**config.mk**
```make
export PLATFORM = sky130hd
export DESIGN_NAME = fetch_stall_ctrl
export DESIGN_NICKNAME = d
export VERILOG_FILES = /design/src/rtl/fetch_stall_ctrl.sv
export SDC_FILE = /design/constraint.sdc
export NUM_CORES = 1
export LEC_CHECK = 0
export CORE_MARGIN = 3
export CORE_UTILIZATION = 35
export DETAILED_ROUTE_END_ITERATION = 8
export SYNTH_ARGS = -nofsm -noshare
export SYNTH_HDL_FRONTEND = slang
export SYNTH_SLANG_ARGS = --single-unit
```
**constraint.sdc**
```tcl
create_clock -name I_CLOCK -period 2 [get_ports I_CLOCK]
set_input_delay 0.4 -clock I_CLOCK [delete_from_list [all_inputs] [get_ports I_CLOCK]]
set_output_delay 0.4 -clock I_CLOCK [all_outputs]
set_load 0.05 [all_outputs]
```
**src/rtl/fetch_stall_ctrl.sv**
```systemverilog
// Fetch-stage sequencer: merges redirect and stall sources into one prioritised FSM and drives
// Moore controls into Fetch, plus a saturating stall-cycle counter and a sticky GPU-stall watchdog.
module fetch_stall_ctrl #(
    parameter int PC_WIDTH      = 16,
    parameter int GPU_STALL_MAX = 255,
    parameter int CNT_WIDTH     = 16
) (
    input  logic                 I_CLOCK,
    input  logic                 I_RESET_N,
    input  logic                 I_LOCK,
    input  logic                 I_BranchAddrSelect,
    input  logic [PC_WIDTH-1:0]  I_BranchPC,
    input  logic                 I_BranchStallSignal,
    input  logic                 I_DepStallSignal,
    input  logic                 I_GPUStallSignal,
    output logic                 O_PCWrite,
    output logic                 O_IRHold,
    output logic                 O_FE_Valid,
    output logic                 O_Redirect,
    output logic [PC_WIDTH-1:0]  O_RedirectPC,
    output logic [2:0]           O_State,
    output logic [CNT_WIDTH-1:0] O_StallCycles,
    output logic                 O_GPUTimeout
);

    localparam int WD_W = $clog2(GPU_STALL_MAX + 1);

    typedef enum logic [2:0] {
        ST_IDLE   = 3'd0,
        ST_RUN    = 3'd1,
        ST_DEP    = 3'd2,
        ST_BRWAIT = 3'd3,
        ST_GPU    = 3'd4,
        ST_REDIR  = 3'd5
    } state_e;

    state_e                state_q, state_d;
    logic [PC_WIDTH-1:0]   redir_pc_q, redir_pc_d;
    logic [CNT_WIDTH-1:0]  stall_cnt_q, stall_cnt_d;
    logic [WD_W-1:0]       wd_cnt_q, wd_cnt_d;
    logic                  timeout_q, timeout_d;
    logic                  state_legal;
    logic                  in_stall_state;

    assign state_legal    = (state_q <= ST_REDIR);
    assign in_stall_state = (state_q == ST_DEP) || (state_q == ST_BRWAIT) || (state_q == ST_GPU);

    // Priority is the same from every legal state; illegal encodings fall back to IDLE.
    always_comb begin
        state_d = ST_IDLE;
        if (I_LOCK && state_legal) begin
            if (I_BranchAddrSelect)       state_d = ST_REDIR;
            else if (I_GPUStallSignal)    state_d = ST_GPU;
            else if (I_DepStallSignal)    state_d = ST_DEP;
            else if (I_BranchStallSignal) state_d = ST_BRWAIT;
            else                          state_d = ST_RUN;
        end
    end

    always_comb begin
        redir_pc_d = redir_pc_q;
        if (state_d == ST_REDIR) begin
            redir_pc_d = I_BranchPC;
        end
    end

    // The perf counter freezes while the pipeline is unlocked; the watchdog only counts unbroken GPU runs.
    always_comb begin
        stall_cnt_d = stall_cnt_q;
        if (I_LOCK && in_stall_state && (stall_cnt_q != {CNT_WIDTH{1'b1}})) begin
            stall_cnt_d = stall_cnt_q + CNT_WIDTH'(1);
        end
    end

    always_comb begin
        wd_cnt_d = '0;
        if (I_LOCK && (state_q == ST_GPU)) begin
            if (wd_cnt_q == WD_W'(GPU_STALL_MAX)) wd_cnt_d = wd_cnt_q;
            else                                  wd_cnt_d = wd_cnt_q + WD_W'(1);
        end
        timeout_d = timeout_q | (wd_cnt_d == WD_W'(GPU_STALL_MAX));
    end

    always_ff @(posedge I_CLOCK or negedge I_RESET_N) begin
        if (!I_RESET_N) begin
            state_q     <= ST_IDLE;
            redir_pc_q  <= '0;
            stall_cnt_q <= '0;
            wd_cnt_q    <= '0;
            timeout_q   <= 1'b0;
        end else begin
            state_q     <= state_d;
            redir_pc_q  <= redir_pc_d;
            stall_cnt_q <= stall_cnt_d;
            wd_cnt_q    <= wd_cnt_d;
            timeout_q   <= timeout_d;
        end
    end

    // Moore decode straight from the state flop, so no input reaches an output combinationally.
    always_comb begin
        O_PCWrite  = 1'b0;
        O_IRHold   = 1'b1;
        O_FE_Valid = 1'b0;
        O_Redirect = 1'b0;
        case (state_q)
            ST_RUN: begin
                O_PCWrite  = 1'b1;
                O_IRHold   = 1'b0;
                O_FE_Valid = 1'b1;
            end
            ST_DEP, ST_GPU: begin
                O_IRHold   = 1'b1;
                O_FE_Valid = 1'b1;
            end
            ST_BRWAIT: begin
                O_IRHold   = 1'b0;
            end
            ST_REDIR: begin
                O_PCWrite  = 1'b1;
                O_IRHold   = 1'b0;
                O_Redirect = 1'b1;
            end
            default: begin
                O_PCWrite  = 1'b0;
                O_IRHold   = 1'b1;
            end
        endcase
    end

    assign O_RedirectPC  = redir_pc_q;
    assign O_State       = state_q;
    assign O_StallCycles = stall_cnt_q;
    assign O_GPUTimeout  = timeout_q;

endmodule

```
# --- Word level (Yosys, flattened, before mapping) ---
# Cells that the tools add are included.
# Widths: inputs -> output; s select.
classes:
  mux: 11
  add_sub_neg: 2
  n_lt_le_gt_ge: 1
  bitwise: 1
  reduce_logical: 9
  n_eq_ne: 9
ops:
  columns: ["op", "count"]
  rows:
  - ["$add 16x1->16 const B", 1]
  - ["$eq 8x8->1 const B", 2]
  - ["$mux 8", 2]
  - ["$ne 16x16->1 const B", 1]
  - ["$eq 3x3->1 const B", 3]
  - ["$mux 3", 3]
  - ["$add 8x1->8 const B", 1]
  - ["$eq 3x2->1 const B", 2]
  - ["$reduce_or 3->1", 2]
  - ["$logic_and 1x1->1", 4]
  - ["$mux 1", 4]
  - ["$mux 2", 2]
  - ["$eq 3x1->1 const B", 1]
  - ["$le 3x3->1 const B", 1]
  - ["$logic_or 1x1->1", 2]
  - ["$reduce_or 2->1", 1]
  - ["$or 1x1->1", 1]
word_totals:
  register_bits: 44

# --- Longest topological paths before layout ---
# Gate-level depths: netlist (run 1).
logic_depth:
  ltp_word: 6
  depth_mapped: 5

# --- Least setup slack after synthesis (run 1) ---
# No wires, ideal clock.
synth_timing:
  path_kind: "register to output"
  from: "register state_q[0] (netlist: O_State[0])"
  to: "output port O_FE_Valid"
  setup_slack_ps: -471
  t_required_ps: 1600
  arrival_ps: 2071
  path_stages_with_launch: 3
  path_cell_list: "dfrtp_1 > nor2b_1 > o31a_1"
synth_via:
  elab_chain_len: 3
  elab_cells_between_ends: 5
synth_lines:
  columns: ["item", "line_no", "rtl"]
  rows:
  - ["start, declared", "37", "state_e state_q, state_d;"]
  - ["start signal, assigned", "92", "state_q <= state_d;"]
  - ["$eq 3x2->1 (tied with other cells)", "106", "case (state_q)"]
  - ["$reduce_or 3->1 (no source line) (*)", null, null]
  - ["$mux 1 (*)", "106", null]
  - ["end, declared", "18", "output logic O_FE_Valid,"]
# Mark *: on every way between the ends. The rest lies on a longest branch, timed or not.

# --- Final worst setup path (run 1) ---
layout_timing:
  from: "register stall_cnt_q[9] (netlist: O_StallCycles[9])"
  to: "output port O_StallCycles[9]"
layout_lines:
  columns: ["item", "line_no", "rtl"]
  rows:
  - ["start, declared", "39", "logic [CNT_WIDTH-1:0] stall_cnt_q, stall_cnt_d;"]
  - ["start signal, assigned", "94", "stall_cnt_q <= stall_cnt_d;"]
  - ["end, declared", "22", "output logic [CNT_WIDTH-1:0] O_StallCycles,"]
# No word-level cell between the ends.

==> qor.yml, run 1 <==
outcome:
  status: "finished clean"
finish:
  diodes: 0
  final_nets: 291
  drive_above_1_share_pct: 27.34
  instances_no_fill: 339
  utilization_pct: 53.33
  synthToLayoutAreaGrowth_pct: 42.29
sta:
  slew_headroom_pct: 65.76
  fin_skew_ns: 0.01181
  fmax_mhz: 517.9
  tightestPinTransition_ns: 0.5120
  slew_viol_final: 0
  setup_violations: 0
  rsz0062_at_grt: "false"
  hold_viol_final: 0
  fin_crit_sh_pct: 96.55
  post-route-min-period_ns: 1.931
yosys:
  avgSynthCellArea_sq_um: 11.44
  synth.distinct_cells: 45
  netlist_area_sq_um: 2127
  synth_seq_cells: 44
  synth.top_cells.by_area: "dfrtp_1 52%, mux2_2 10%, xor2_1 4.5%"
  yosysMostFrequentCell: "dfrtp_1"
  synth-main-ff-cell: "dfrtp_1"
  synth_cells: 186
  synth_top_area_cell: "dfrtp_1"
  synth.net_count: 211
  post-synth-top-area-fraction_pct: 51.76
  synth_edf_count: 0
  yosysSeqAreaShare_pct: 51.76
  synthTopCellsByCount: "44 x dfrtp_1, 19 x mux2_2, 17 x nor2_1"
  yosysWarnings: 0
  async_reset_ff_share_pct: 100.0
clock_network:
  clkTransAtPathRegs_ns: 0.09
  htree_num_levels: 2
  postCtsSetupRepairBufs: 0
  max-clock-path-buffers: 2
  root_buffer: "clkbuf_8"
  clk-insertion-delay-late_ns: 0.29
  cts_tree: "yes"
  cts.sinks: 44
  numCtsBuffers: 5
place:
  gp_congestion: 0.7917
  dp_hpwl_mm: 3.576
  portBuffers: 62
  dp_cells: 331
worst_setup_path:
  required_ns: 1.60
  worstSetupPathType: "reg2out"
  critical_path_depth: 1
  crit_path_top_delay_cell: "clkdlybuf4s50_1"
  path_buf_inv: 1
  path_cells: "clkdlybuf4s50_1"
  critPathMaxStageDelay_ns: 0.82
  crit_fanout: 4
  start_kind: "flip-flop"
  setup.worst_path.end_class: "primary output"
  crit_family: "buffers and inverters"
  reg2reg_depth: 5
  cp.arrival_ns: 1.53
power:
  comb_power_share_pct: 33.9
  leakagePower_uw: 0.001365
  total_power_uw: 2515
  switching_share_pct: 37.71
  ir_worst_vdd_mv: 0.8085
  powerDensity_nw_per_um2: 830.9
  power.switching_uw: 948.3
  clkPwrFrac_pct: 22.6
  pwr-share-seq_pct: 43.5
  internal_power_uw: 1567
die:
  die_area_sq_um: 7048
  rows: 27
  die_x_um: 83.96
  die_h_um: 83.96
  ios: 63
  design.core.area_sq_um: 5675
  initial_core_util_pct: 37.48
route:
  via_per_inst: 4.935
  drt_drc_violations_left: 0
  drtAntennaViolNets: 0
  wire_per_inst_um: 13.48
  vias: 1673
  dr.pass1.iters: 4
  drt_iter0_drc: 54
  drt_wl_total_mm: 4.571
global_route:
  grt_pass1_vias: 1785
  grt_max_degree: 20
  antenna_found_initial: 0
  grt_pass1_wl_mm: 8.155
  grt_use_total_pct: 14.05
  globalRouteOverflowTotal: 0
min_path:
  hold_path_class: "in2async"
job:
  maxCapViolations: 0
==> power by group through the flow <==
stage	Clock [uW]	Sequential, uW	Combinational (uW)
6_report	568	1090	853
5_1_grt	631	1120	904
4_1_cts	596	1100	864
3_5_place_dp	0	1120	863
3_3_place_gp	0	1110	860
2_1_floorplan	0	1460	172
==> area by class of cell <==
| class | instances | area [sq um] |
|---|---|---|
| fill | 552 | 2649 |
| timing repair buffer | 76 | 720.7 |
| sequential | 44 | 1104 |
| clock buffer | 5 | 68.82 |
| tap | 72 | 90.09 |
| inverter | 8 | 30.03 |
| clock inverter | 3 | 23.77 |
| multi-input combinational | 131 | 989.7 |
==> logic make-up after synthesis <==
group	count (synthesis)	share of synthesized area (%)
buffers and inverters	11	2.117
muxes	20	10.53
AOI/OAI and AO/OA	21	7.471
DFF	44	51.76
xor gates and xnor gates	16	6.588
adders and majority gates	2	1.176
and+or+nand+nor	72	20.35
==> cell usage in the layout (no fill, tap or decap), types with 5 or more instances in the layout <==
master            n
inv_1             8
clkbuf_8          5
dfrtp_1          42
nor2_1           17
nand3_1          10
nand2_1          14
clkdlybuf4s50_1  42
xor2_1           11
nor3_1            5
buf_4            28
mux2_2           19
xnor2_1           5
==> worst reg2reg max path: cells and delay by family, from the launching register on <==
kind / cells / cell delay (ns)
compound gates: 2 / 0.41
fa+ha+maj: 1 / 0.29
flops: 1 / 0.43
simple gates: 2 / 0.63
==> state kept, by name, indices dropped and copies added, names as in the netlist <==
register       flops
O_RedirectPC      16
O_StallCycles     16
wd_cnt_q           8
O_State            3
O_GPUTimeout       1
==> worst paths after layout <==
path                                   from                to  slack, ns
max                        O_StallCycles[9]  O_StallCycles[9]       0.07
min                               I_RESET_N  O_StallCycles[1]       0.04
max reg2reg                     wd_cnt_q[1]      O_GPUTimeout       0.15
min reg2reg                    O_GPUTimeout      O_GPUTimeout       0.47
max in group asynchronous         I_RESET_N  O_RedirectPC[12]       1.38
min in group I_CLOCK           O_GPUTimeout      O_GPUTimeout       0.47
==> through the flow <==
stage	area (sq um)	setup TNS, ns	setup WS, ns	hold slack [ns]
2_1_floorplan	2138	-0.03241	-0.03241	0.1044
3_3_place_gp	2929	-0.3103	-0.08386	0.3788
3_5_place_dp	2929	-0.6713	-0.1335	0.3835
4_1_cts	3022	0	0.02530	0.05622
5_1_grt	3027	0	0.002536	0.06481
6_report	3027	0	0.06899	0.03935
==> metal layers <==
| metal | track usage, % | up-vias | routed length (um) |
|---|---|---|---|
| li1 | - | 823 | - |
| met1 | 17.53 | 811 | 2017 |
| met2 | 23.14 | 34 | 2233 |
| met3 | 3.850 | 5 | 259 |
| met4 | 5.263 | 0 | 60 |
| met5 | 0 | - | 0 |
==> repair_timing <==
item                                    4_1_cts  5_1_grt
hold buffers                                  0        0
endpoints found under the setup margin        0        2
endpoints found under the hold margin         0        0
resized for setup                             0        2
(Power assumes the default switching activity.)
==> run 2, diff against run 1 <==
--- a/config.mk
+++ b/config.mk
@@ -5,6 +5,7 @@
 export SDC_FILE = /design/constraint.sdc
 export NUM_CORES = 1
 export LEC_CHECK = 0
+export ABC_AREA = 1
 export CORE_MARGIN = 3
 export CORE_UTILIZATION = 35
 export DETAILED_ROUTE_END_ITERATION = 8
==> run 2 against run 1 <==
Flip-flop and latch count did not move. First-iteration DRC count rose by 19%. Sequential power barely moved. Wire length rose by 4.1%. Critical endpoint is now O_StallCycles[5].
==> qor.yml, run 2 <==
global_route:
  globalRouteOverflowTotal: 0
  grt_max_degree: 33
  use_met3_pct: 6.340
  grt_use_total_pct: 13.91
  grt_pass1_wl_mm: 8.211
  antenna_found_initial: 0
  grt_util_met2_pct: 22.14
  grtUsageMet1_pct: 16.81
  busiest_layer: "met2"
  grt_pass1_vias: 1862
sta:
  fin_crit_sh_pct: 97.07
  fin_skew_ns: 0.001119
  layout_setup_ws_ns: 0.05863
  slew_viol_final: 0
  setup_violations: 0
  rsz0062_at_grt: "false"
  finalSetupTns_ns: 0
  post-route-min-period_ns: 1.941
  hold_viol_final: 0
  fmax_mhz: 515.1
  tightestPinTransition_ns: 0.9852
  slew_headroom_pct: 34.31
worst_setup_path:
  cp.arrival_ns: 1.54
  worstSetupPathType: "reg2out"
  critical_path_depth: 1
  start_kind: "flip-flop"
  crit_fanout: 4
  path_cells: "clkdlybuf4s50_1"
  crit_family: "buffers and inverters"
  r2r-start: "wd_cnt_q[0]"
  critPathMaxStageDelay_ns: 0.83
  setup.worst_path.end_class: "primary output"
  path_buf_inv: 1
  crit_path_top_delay_cell: "clkdlybuf4s50_1"
  reg2reg_depth: 11
  crit_start: "O_StallCycles[5]"
  required_ns: 1.60
power:
  ir_worst_vdd_mv: 0.3911
  powerDensity_nw_per_um2: 853.2
  leakagePower_uw: 0.001515
finish:
  instances_no_fill: 423
  final_nets: 372
  final_common_cell: "nand2_1"
  layout_common_cells: "69 x nand2_1, 46 x clkdlybuf4s50_1, 44 x dfrtp_1"
  utilization_pct: 51.24
  synthToLayoutAreaGrowth_pct: 38.20
  drive_above_1_share_pct: 12.64
  diodes: 0
clock_network:
  max-clock-path-buffers: 2
  postCtsSetupRepairBufs: 0
  root_buffer: "clkbuf_8"
  clk-insertion-delay-late_ns: 0.29
  numCtsBuffers: 5
  htree_num_levels: 2
  cts.sinks: 44
  cts_tree: "yes"
  cts_hold_buf: 0
  cts_resized: 0
  clkTransAtPathRegs_ns: 0.08
yosys:
  yosysSeqAreaShare_pct: 49.00
  synth_seq_cells: 44
  synthTopCellsByCount: "69 x nand2_1, 44 x dfrtp_1, 43 x inv_1"
  synth.net_count: 303
  synth.distinct_cells: 27
  yosysMostFrequentCell: "nand2_1"
  synth_cells: 278
  synth_edf_count: 0
  post-synth-top-area-fraction_pct: 49.00
  synth_top_area_cell: "dfrtp_1"
  synth-main-ff-cell: "dfrtp_1"
  yosysWarnings: 0
  avgSynthCellArea_sq_um: 8.083
  async_reset_ff_share_pct: 100.0
  synth.top_cells.by_area: "dfrtp_1 49%, nand2_1 12%, inv_1 7.2%"
  netlist_area_sq_um: 2247
route:
  drt_wl_total_mm: 4.759
  dr.pass1.iters: 4
  drt_drc_violations_left: 0
  drt_iter0_drc: 64
  wire_per_inst_um: 11.25
  via_per_inst: 4.527
  drtAntennaViolNets: 0
  vias: 1915
place:
  dp_hpwl_mm: 3.601
  gp_congestion: 0.8129
  dp_cells: 415
  portBuffers: 62
  post-place-ws_ns: -0.04106
die:
  die_area_sq_um: 7418
  rows: 28
  die_x_um: 86.13
  initial_core_util_pct: 37.08
  design.core.area_sq_um: 6061
  die_h_um: 86.13
  ios: 63
min_path:
  hold_path_class: "in2async"
outcome:
  status: "finished clean"
job:
  maxCapViolations: 0
-- run 2: path summary, 6_finish.rpt --
check	end	slack [ns]
worst max-delay path	O_StallCycles[5]	0.06
max in group asynchronous	O_StallCycles[12]	1.41
worst min register to register	O_GPUTimeout	0.47
worst max register to register	O_GPUTimeout	0.29
worst min-delay path	O_RedirectPC[12]	0.08
min in group I_CLOCK	O_GPUTimeout	0.47
-- run 2: cell families (layout without fill, tap and decap cells) --
family | after synthesis | in the layout | synth area share (%)
compound gates | 31 | 31 | 7.573
xor+xnor | 17 | 17 | 7.294
fa+ha+maj | 2 | 2 | 1.113
buf+inv | 51 | 121 | 9.019
flops | 44 | 44 | 49.00
simple gates | 133 | 133 | 26.00
-- run 2: cell type report --
cell class / count / area [sq um]
inverters: 46 / 172.7
clock buffers: 6 / 72.57
well taps: 75 / 93.84
clock inverters: 2 / 35.03
flip-flops and latches: 44 / 1101
fillers: 599 / 2955
repair buffers: 67 / 675.6
multi-input cells: 183 / 954.7
-- run 2: metrics by stage --
step                      power, uW  cell area [sq um]  hold WS (ns)
final                          2649               3105       0.08005
after global routing           2781               3105        0.1128
after CTS                      2688               3100       0.09521
after detailed placement       1999               2993        0.4289
after global placement         1994               2993        0.4183
after floorplan                1643               2258        0.1044
-- run 2: report_power, final --
group          internal, uW  switching (uW)  total, uW
Sequential              993            98.9       1090
Clock                   371             306        677
Combinational           300             581        880
Total                  1660             986       2650
-- run 2: layer usage --
metal	wire (um)	share of wire [%]	vias to the layer above
met3	444	9.3	5
met4	55	1.2	0
met2	2106	44	52
met1	2152	45	860
met5	0	0	-
li1	-	-	998
